`config.mk`:
```
export PLATFORM = sky130hd
export DESIGN_NAME = oflow_event_mailbox
export DESIGN_NICKNAME = d
export VERILOG_FILES = /design/src/rtl/oflow_event_mailbox.sv
export SDC_FILE = /design/constraint.sdc
export NUM_CORES = 1
export LEC_CHECK = 0
export ABC_AREA = 1
export CORE_UTILIZATION = 40
export CTS_CLUSTER_DIAMETER = 120
export DETAILED_ROUTE_END_ITERATION = 10
export PLACE_DENSITY = 0.7
export REMOVE_ABC_BUFFERS = 1
export SLEW_MARGIN = 15
export SYNTH_ARGS = -nofsm -noshare
export SYNTH_HDL_FRONTEND = slang
export SYNTH_SLANG_ARGS = --single-unit
```
`constraint.sdc`:
```
create_clock -name clk -period 2.9 [get_ports clk]
set_input_delay 0.58 -clock clk [delete_from_list [all_inputs] [get_ports clk]]
set_output_delay 0.58 -clock clk [all_outputs]
set_load 0.01 [all_outputs]
```
`src/rtl/oflow_event_mailbox.sv`:
```
// oflow_event_mailbox: per-core receiver for overflow/underflow events, with an event FIFO,
// a per-task pending bitmap, an overflow counter and a CSR slave for the local core.
module oflow_event_mailbox #(
    parameter int KEY_WIDTH = 4,
    parameter int DEPTH     = 8,
    parameter int CORE_ID   = 0
) (
    input  logic        clk,
    input  logic        reset,
    input  logic        oflow_write,
    input  logic [31:0] oflow_address,
    input  logic [31:0] oflow_writedata,
    output logic        oflow_waitrequest,
    input  logic        cpu_read,
    input  logic        cpu_write,
    input  logic [1:0]  cpu_address,
    input  logic [31:0] cpu_writedata,
    output logic [31:0] cpu_readdata,
    output logic        cpu_irq
);
    localparam int EW = 2*KEY_WIDTH+1;
    localparam int AW = $clog2(DEPTH);
    localparam int NP = 1 << KEY_WIDTH;
    localparam logic [AW:0] FULL = (AW+1)'(DEPTH);

    logic [EW-1:0]        mem [DEPTH];
    logic [AW-1:0]        wp, rp;
    logic [AW:0]          cnt;
    logic [15:0]          ovf;
    logic [NP-1:0]        pending;
    logic                 irq_en;
    logic                 full, empty, kind, push, pop, flush, clr, ctrl_wr;
    logic [KEY_WIDTH-1:0] tid;
    logic [31:0]          rdata;

    assign full              = cnt == FULL;
    assign empty             = cnt == '0;
    assign oflow_waitrequest = full;
    assign kind              = oflow_writedata[2*KEY_WIDTH];
    assign tid               = oflow_writedata[KEY_WIDTH-1:0];
    // Events for other cores are still accepted, just not recorded
    assign push    = oflow_write && !full && oflow_address[20 +: KEY_WIDTH] == KEY_WIDTH'(CORE_ID);
    assign pop     = cpu_read && cpu_address == 2'd1 && !empty;
    assign ctrl_wr = cpu_write && cpu_address == 2'd3;
    assign flush   = ctrl_wr && cpu_writedata[1];
    assign clr     = ctrl_wr && cpu_writedata[2];

    always_comb begin
        rdata = cpu_address == 2'd0 ? {ovf, 8'(cnt), 6'b0, full, empty} :
                cpu_address == 2'd1 ? (empty ? 32'b0 : {1'b1, (31-EW)'(0), mem[rp]}) :
                cpu_address == 2'd2 ? 32'(pending) : {31'b0, irq_en};
    end

    always_ff @(posedge clk) begin
        if (push) mem[wp] <= oflow_writedata[EW-1:0];
    end

    always_ff @(posedge clk or posedge reset) begin
        if (reset) begin
            wp           <= '0;
            rp           <= '0;
            cnt          <= '0;
            ovf          <= '0;
            pending      <= '0;
            irq_en       <= 1'b0;
            cpu_irq      <= 1'b0;
            cpu_readdata <= '0;
        end else begin
            if (flush) begin
                wp  <= '0;
                rp  <= '0;
                cnt <= '0;
            end else begin
                wp  <= wp + AW'(push);
                rp  <= rp + AW'(pop);
                cnt <= cnt + (AW+1)'(push) - (AW+1)'(pop);
            end
            if (clr) ovf <= '0;
            else if (push && kind && ovf != 16'hFFFF) ovf <= ovf + 16'd1;
            if (push) pending[tid] <= kind;
            if (ctrl_wr) irq_en <= cpu_writedata[0];
            cpu_irq <= irq_en && !empty;
            if (cpu_read) cpu_readdata <= rdata;
        end
    end
endmodule

```
Word level (Yosys, flattened, before mapping) --
Memory sizes are Yosys's and may differ from the RTL's. Cells that the tools add are included.
Word-level totals: register bits after elaboration 76, bits in latches 0, memory bits (writable) 72, bits in read-only memories 0, bits of input ports 103, output and inout port bits 34, logic and storage cells 52, memories kept 1
Memories:
- mem | words 8, width 9, rd ports 1, clocked after Yosys merged registers in 0, wr ports 1, line 26 | logic [EW-1:0] mem [DEPTH];
Operators by class: add/sub/neg operators 5, multiply operators 0, divide/modulo/power cells 0, $lt $le $gt $ge 2, equal/unequal tests 5, shift operators 0, multiplexer cells 14, bitwise gates (word level) 0, reductions and logical operators 17
Operators with widths (number):
- $mux W32 | 3
- $mux W16 | 3
- $add A16 B1 Y16 const B | 1
- $bwmux W16 | 1
- $ne A16 B16 Y1 const B | 1
- $logic_and A1 B1 Y1 | 11
- $logic_not A4 Y1 | 2
- $add A3 B1 Y3 | 2
- $mux W3 | 2
- $lt A4 B5 Y1 const B | 1
- $add A4 B1 Y4 | 1
- $demux W1 S4 | 1
- $eq A2 B2 Y1 const B | 2
- $eq A4 B4 Y1 const B | 1
- $ge A4 B1 Y1 const B | 1
- $mux W4 | 1
- $sub A4 B1 Y4 | 1
- $mux W1 | 3
- $eq A2 B1 Y1 const B | 1
- $logic_not A1 Y1 | 2
- $logic_not A2 Y1 | 1
- $reduce_bool A2 Y1 | 1

Longest topological paths before layout --
word-level depth 8, depth in mapped cells 12, mapped depth without buffers 12

Worst setup path after synthesis --
Ideal clock, no wire load.
kind register -> register, start register cnt[2], end register cnt[2], library setup time 0.139 ns, arrival 2.270 ns, data required time 2.761 ns, path slack 0.491 ns, stages on the path, launching flop included 13, path buffers 0, clock period less this slack 2.409 ns, cell sequence dfrtp_1 > inv_1 > ha_1 > nor3b_1 > nor2_1 > inv_1 > nor2_1 > ha_1 > inv_1 > ha_1 > fa_1 > xnor2_1 > nor2_1
Between the ends: word-level cells in the longest chain between the ends 7, elaborated cells between the ends (all ways) 10, classes of those cells 2 x add/sub; 1 x eq/ne; 1 x mux; 6 x reduce/logical
Ends and longest elaborated chain:
- from (decl) | line 28 | logic [AW:0] cnt;
- from (signal assigned) | line 76 | cnt <= cnt + (AW+1)'(push) - (AW+1)'(pop);
- $eq A4 B4 Y1 | line 36 | assign full = cnt == FULL;
- $logic_not A1 Y1 | line 42 | assign push = oflow_write && !full && oflow_address[20 +: KEY_WIDTH] == KEY_WIDTH'(CORE_ID);
- $logic_and A1 B1 Y1 (2 in a row) | line 42
- $add A4 B1 Y4 | line 76
- $sub A4 B1 Y4 * | line 76
- $mux W4 * | line 69 | if (flush) begin
Every way passes the cells marked *; elsewhere a longest branch is shown, timed or not. A chain may end at the register's enable or synchronous reset.

Worst setup path after layout --
start register cnt[2], end output port oflow_waitrequest
Between the ends: word-level cells in the longest chain between the ends 1
Ends and longest elaborated chain:
- $eq A4 B4 Y1 | line 36
- to (decl) | line 13 | output logic oflow_waitrequest,
No other way between the ends.

==> results list <==
- The finished layout holds 1095 standard cells, fillers aside.
* Worst reg2reg startpoint: cnt[2]
- Count of routing violations after the opening detailed-route iteration: 407
* Average cell area after synthesis: 8.86 µm²
* Number of buffers inserted to repair setup after CTS: 0
* Proportion of power drawn by flip-flops and latches: 42.8%
* Antenna violations before repair: 0
- CP max stage cell: clkdlybuf4s50_1
* Async SR Flop Fraction: 51.4%
- The count of nets left with antenna violations once routing finished came out at 0.
- Area of the core: 0.0168 mm²
- In this run the cell area of the synthesized design comes to 0.00693 mm².
- Summed over all failing endpoints, the final setup total negative slack is 0 ns.
* Post-detailed-routing wire length: 15500 µm
- In this run the clock root is driven by a clkbuf_16.
- Commonest non-fill, non-tap cell in the layout: nand2_1
- For this design the static power due to leakage is 3.93 nW.
- Of the available clock period, the critical path in the final layout requires 81.8%.
- Total GRT Usage: 19.0%
* Number of flops mapped to enable cells by yosys: 72
* Proportion of total power due to net switching: 30.1%
- Global routing finished with a remaining overflow of 0.
- Largest driver fanout on the critical path: 4
- After technology mapping, the gate count stands at 783.
* Die W: 134 µm
- Worst Tran Pin Value: 0.708 ns
- Adder-Cell Fraction of Synth Area: 2.27%
- Worst Path Required: 2.32 ns
- The layout has 1542 filler cells.
- Die Ht: 134 µm
* Multiplexer share of the synthesized area: 0%
- Count of placed standard cells including taps: 1063
* Yosys reg bits: 148
* Final-report max-slew violation count: 0
* Cell accounting for the most synthesized area: edfxtp_1
- In the routed layout, each cell is associated on average with a via count of 4.86.
- Unrepaired setup endpoints after global routing: no
* Buffers & Inverters on Critical Path: 3
* CP cell instances: inv_1 > ha_1 > nand2_1 > inv_1 > clkdlybuf4s50_1
* Sinks on the clock net: 148
- Count of final setup violators: 0
- Clock-pin slew was measured on the worst setup and hold paths at 0.06 ns.
- By instance count, the cell type seen most on the critical path is inv_1.
- The internal power of the cells totals 4.00 mW.
- The worst setup path is captured at an output port.
- Area share of and/or/nand/nor cells after synthesis: 27.3%
- TritonCTS built the clock tree.
- Wire length of the first global-routing pass: 26200 µm
- Detailed placement HPWL: 10500 µm
* Clock Skew: 0.00833 ns
- 137 I/O pins were placed.
- Entering global routing, the biggest net connects 40 pins.
- Area fraction in compound gates after synthesis: 3.55%
- Maximum frequency from static timing analysis: 422 MHz
- Nets: 977
- Crit path launch type: flop
- Residual DRC count: 0
- Among all flip-flop cells after synthesis, the most frequent one is dfrtp_1.
* Die Area: 0.0179 mm²
* Total Power: 5.72 mW
- Share of the yosys chip area belonging to registers: 58.6%
* Final-report hold violation count: 0
* Vias: 5326
- The startpoint identified for the worst hold timing path is cpu_readdata[29].
* First-pass iteration count of the detailed router: 5
- The critical path starts at cnt[2].
- For this design the total switching power over the nets is 1.72 mW.
* Max-cap check violation count: 0
* Critical setup path kind: flop to output port
- Slew HR: 52.8%
- Number of buffers inserted during clock tree synthesis: 17
- In the layout the commonest cells are 268 x nand2_1, 99 x inv_1, 81 x nand3_1.
- For this design the ratio of total power to cell area is 679 mW/mm².
- In this run the worst hold path is classified as flop to flop.
- Maximum resistive drop on vdd: 460 µV
- Standard-cell row count: 47
* Post-synthesis cell type count: 32
* Cell types with the largest area share after synthesis: edfxtp_1 31%, dfrtp_1 27%, nand2_1 15%
* GPL Wtd Cong: 0.875
* Portion of total power attributed to the clock network: 35.3%
* Routed len/inst: 14.2 µm
- By area, the combinational part of the netlist is dominated by simple AND/OR/NAND/NOR gates.
- Latest clock arrival within the worst-skew pair: 0.42 ns
* Portion of total power attributed to combinational logic: 21.9%
- At the end of the flow the core is filled with cells to 50.3%.
* Hold slack final: 0.478 ns
* Clock H-tree levels: 4
* Data arrival time of the worst path: 1.79 ns
- Count of buffers from port buffering: 56
- The repair_antennas step left the layout with diodes totalling 0.
- Number of gates resized after CTS: 0
* Number of buffers between clock root and the deepest sink: 2
- Relative to the synthesized area, the layout overhead comes to 21.5%.
* Proportion of layout cells with a drive suffix above 1: 8.80%
- During synthesis, Yosys emitted a total of 0 warnings.
- In this design, the largest share of critical-path delay is due to buffers and inverters.
- After Yosys synthesis, XOR and XNOR cells account for 0.758% of the synthesized area.
* Crit path largest cell delay: 0.54 ns
* CTS Hold Buffers Added: 0
- Synth top area share: 31.2%
- Via count of the first global-routing pass: 5177
- Subtracting the final worst setup slack from the clock period gives 2.37 ns.
- For this configuration, the core starts out at a cell density of 41.4%.
- Status: finished clean
==> path summary, 6_finish.rpt <==
check | slack, ns | cells after the start | end
max | 0.53 | 5 | oflow_waitrequest
max in group asynchronous | 1.69 | 3 | pending[11]
min in group asynchronous | 0.58 | 2 | cpu_readdata[23]
max reg2reg | 0.53 | 12 | cnt[2]
min | 0.48 | 2 | cpu_readdata[29]
min reg2reg | 0.48 | 2 | cpu_readdata[29]
==> final cells by class <==
class	count	area (µm²)	share of cell area (%)
clock buffer	21	450	5.34
clock inverter	11	86.3	1.02
inverter	107	403	4.78
multi-input combinational	502	2350	27.9
sequential	148	4060	48.2
tap	220	275	3.27
timing repair buffer	86	798	9.47
==> cell families (layout without fill, tap and decap cells) <==
logic type / after synthesis / in the layout
XOR/XNOR: 6 / 6
AO/OA/AOI/OAI: 42 / 42
flip-flops: 148 / 148
AND/OR/NAND/NOR: 442 / 442
buffers and inverters: 133 / 225
adder cells (fa/ha/maj): 12 / 12
==> sequential cells by signal, summed over array words and instances, names as in the netlist <==
register      flops
rp                3
pending          16
cnt               4
irq_en            1
cpu_readdata     32
cpu_irq           1
ovf              16
wp                3
mem              72
==> power by group through the flow <==
stage	Combinational, mW	Clock, mW	Sequential [mW]
final	1.25	2.02	2.45
after floorplan	0.688	0	2.55
after global routing	1.43	2.14	2.47
after CTS	1.27	2.04	2.45
after global placement	1.23	0	2.48
after detailed placement	1.26	0	2.48
==> worst register-to-register path, stage by stage (launching register included) <==
cell,delay (ns)
dfrtp_1,0.37
inv_1,0.10
ha_1,0.15
nor3b_1,0.27
nor2_1,0.10
inv_1,0.10
nor2_1,0.07
ha_1,0.27
inv_1,0.04
ha_1,0.20
fa_1,0.38
xnor2_1,0.14
nor2_1,0.05
==> Yosys cell counts (2+ instances only) <==
library cell    n
clkinv_1        3
nor3b_1         2
nand2_1       268
nor3_1         12
edfxtp_1       72
o21bai_1        5
ha_1           11
inv_1         100
o21ai_0        17
o31ai_1         4
clkbuf_1       14
nor2_4          3
o21a_1          3
buf_2           9
dfrtp_1        76
nor2_1         48
or2_2           6
a21oi_1        12
nand3_1        81
xnor2_1         3
inv_2           4
xor2_1          3
nand4_1        18
==> metal layers <==
metal | share of wire [%] | global-route usage (%)
met3 | 4.1 | 3.84
met1 | 47 | 26.2
met4 | 1.4 | 6.76
met5 | 0 | 0
met2 | 47 | 29.9
==> through the flow <==
stage	cell area, µm²	setup slack [ns]
floorplan	6820	0.382
global placement	7890	0.196
detailed placement	7890	0.147
CTS	8430	0.512
global route	8430	0.288
finish	8430	0.528
Power figures use the tool's default switching activity.
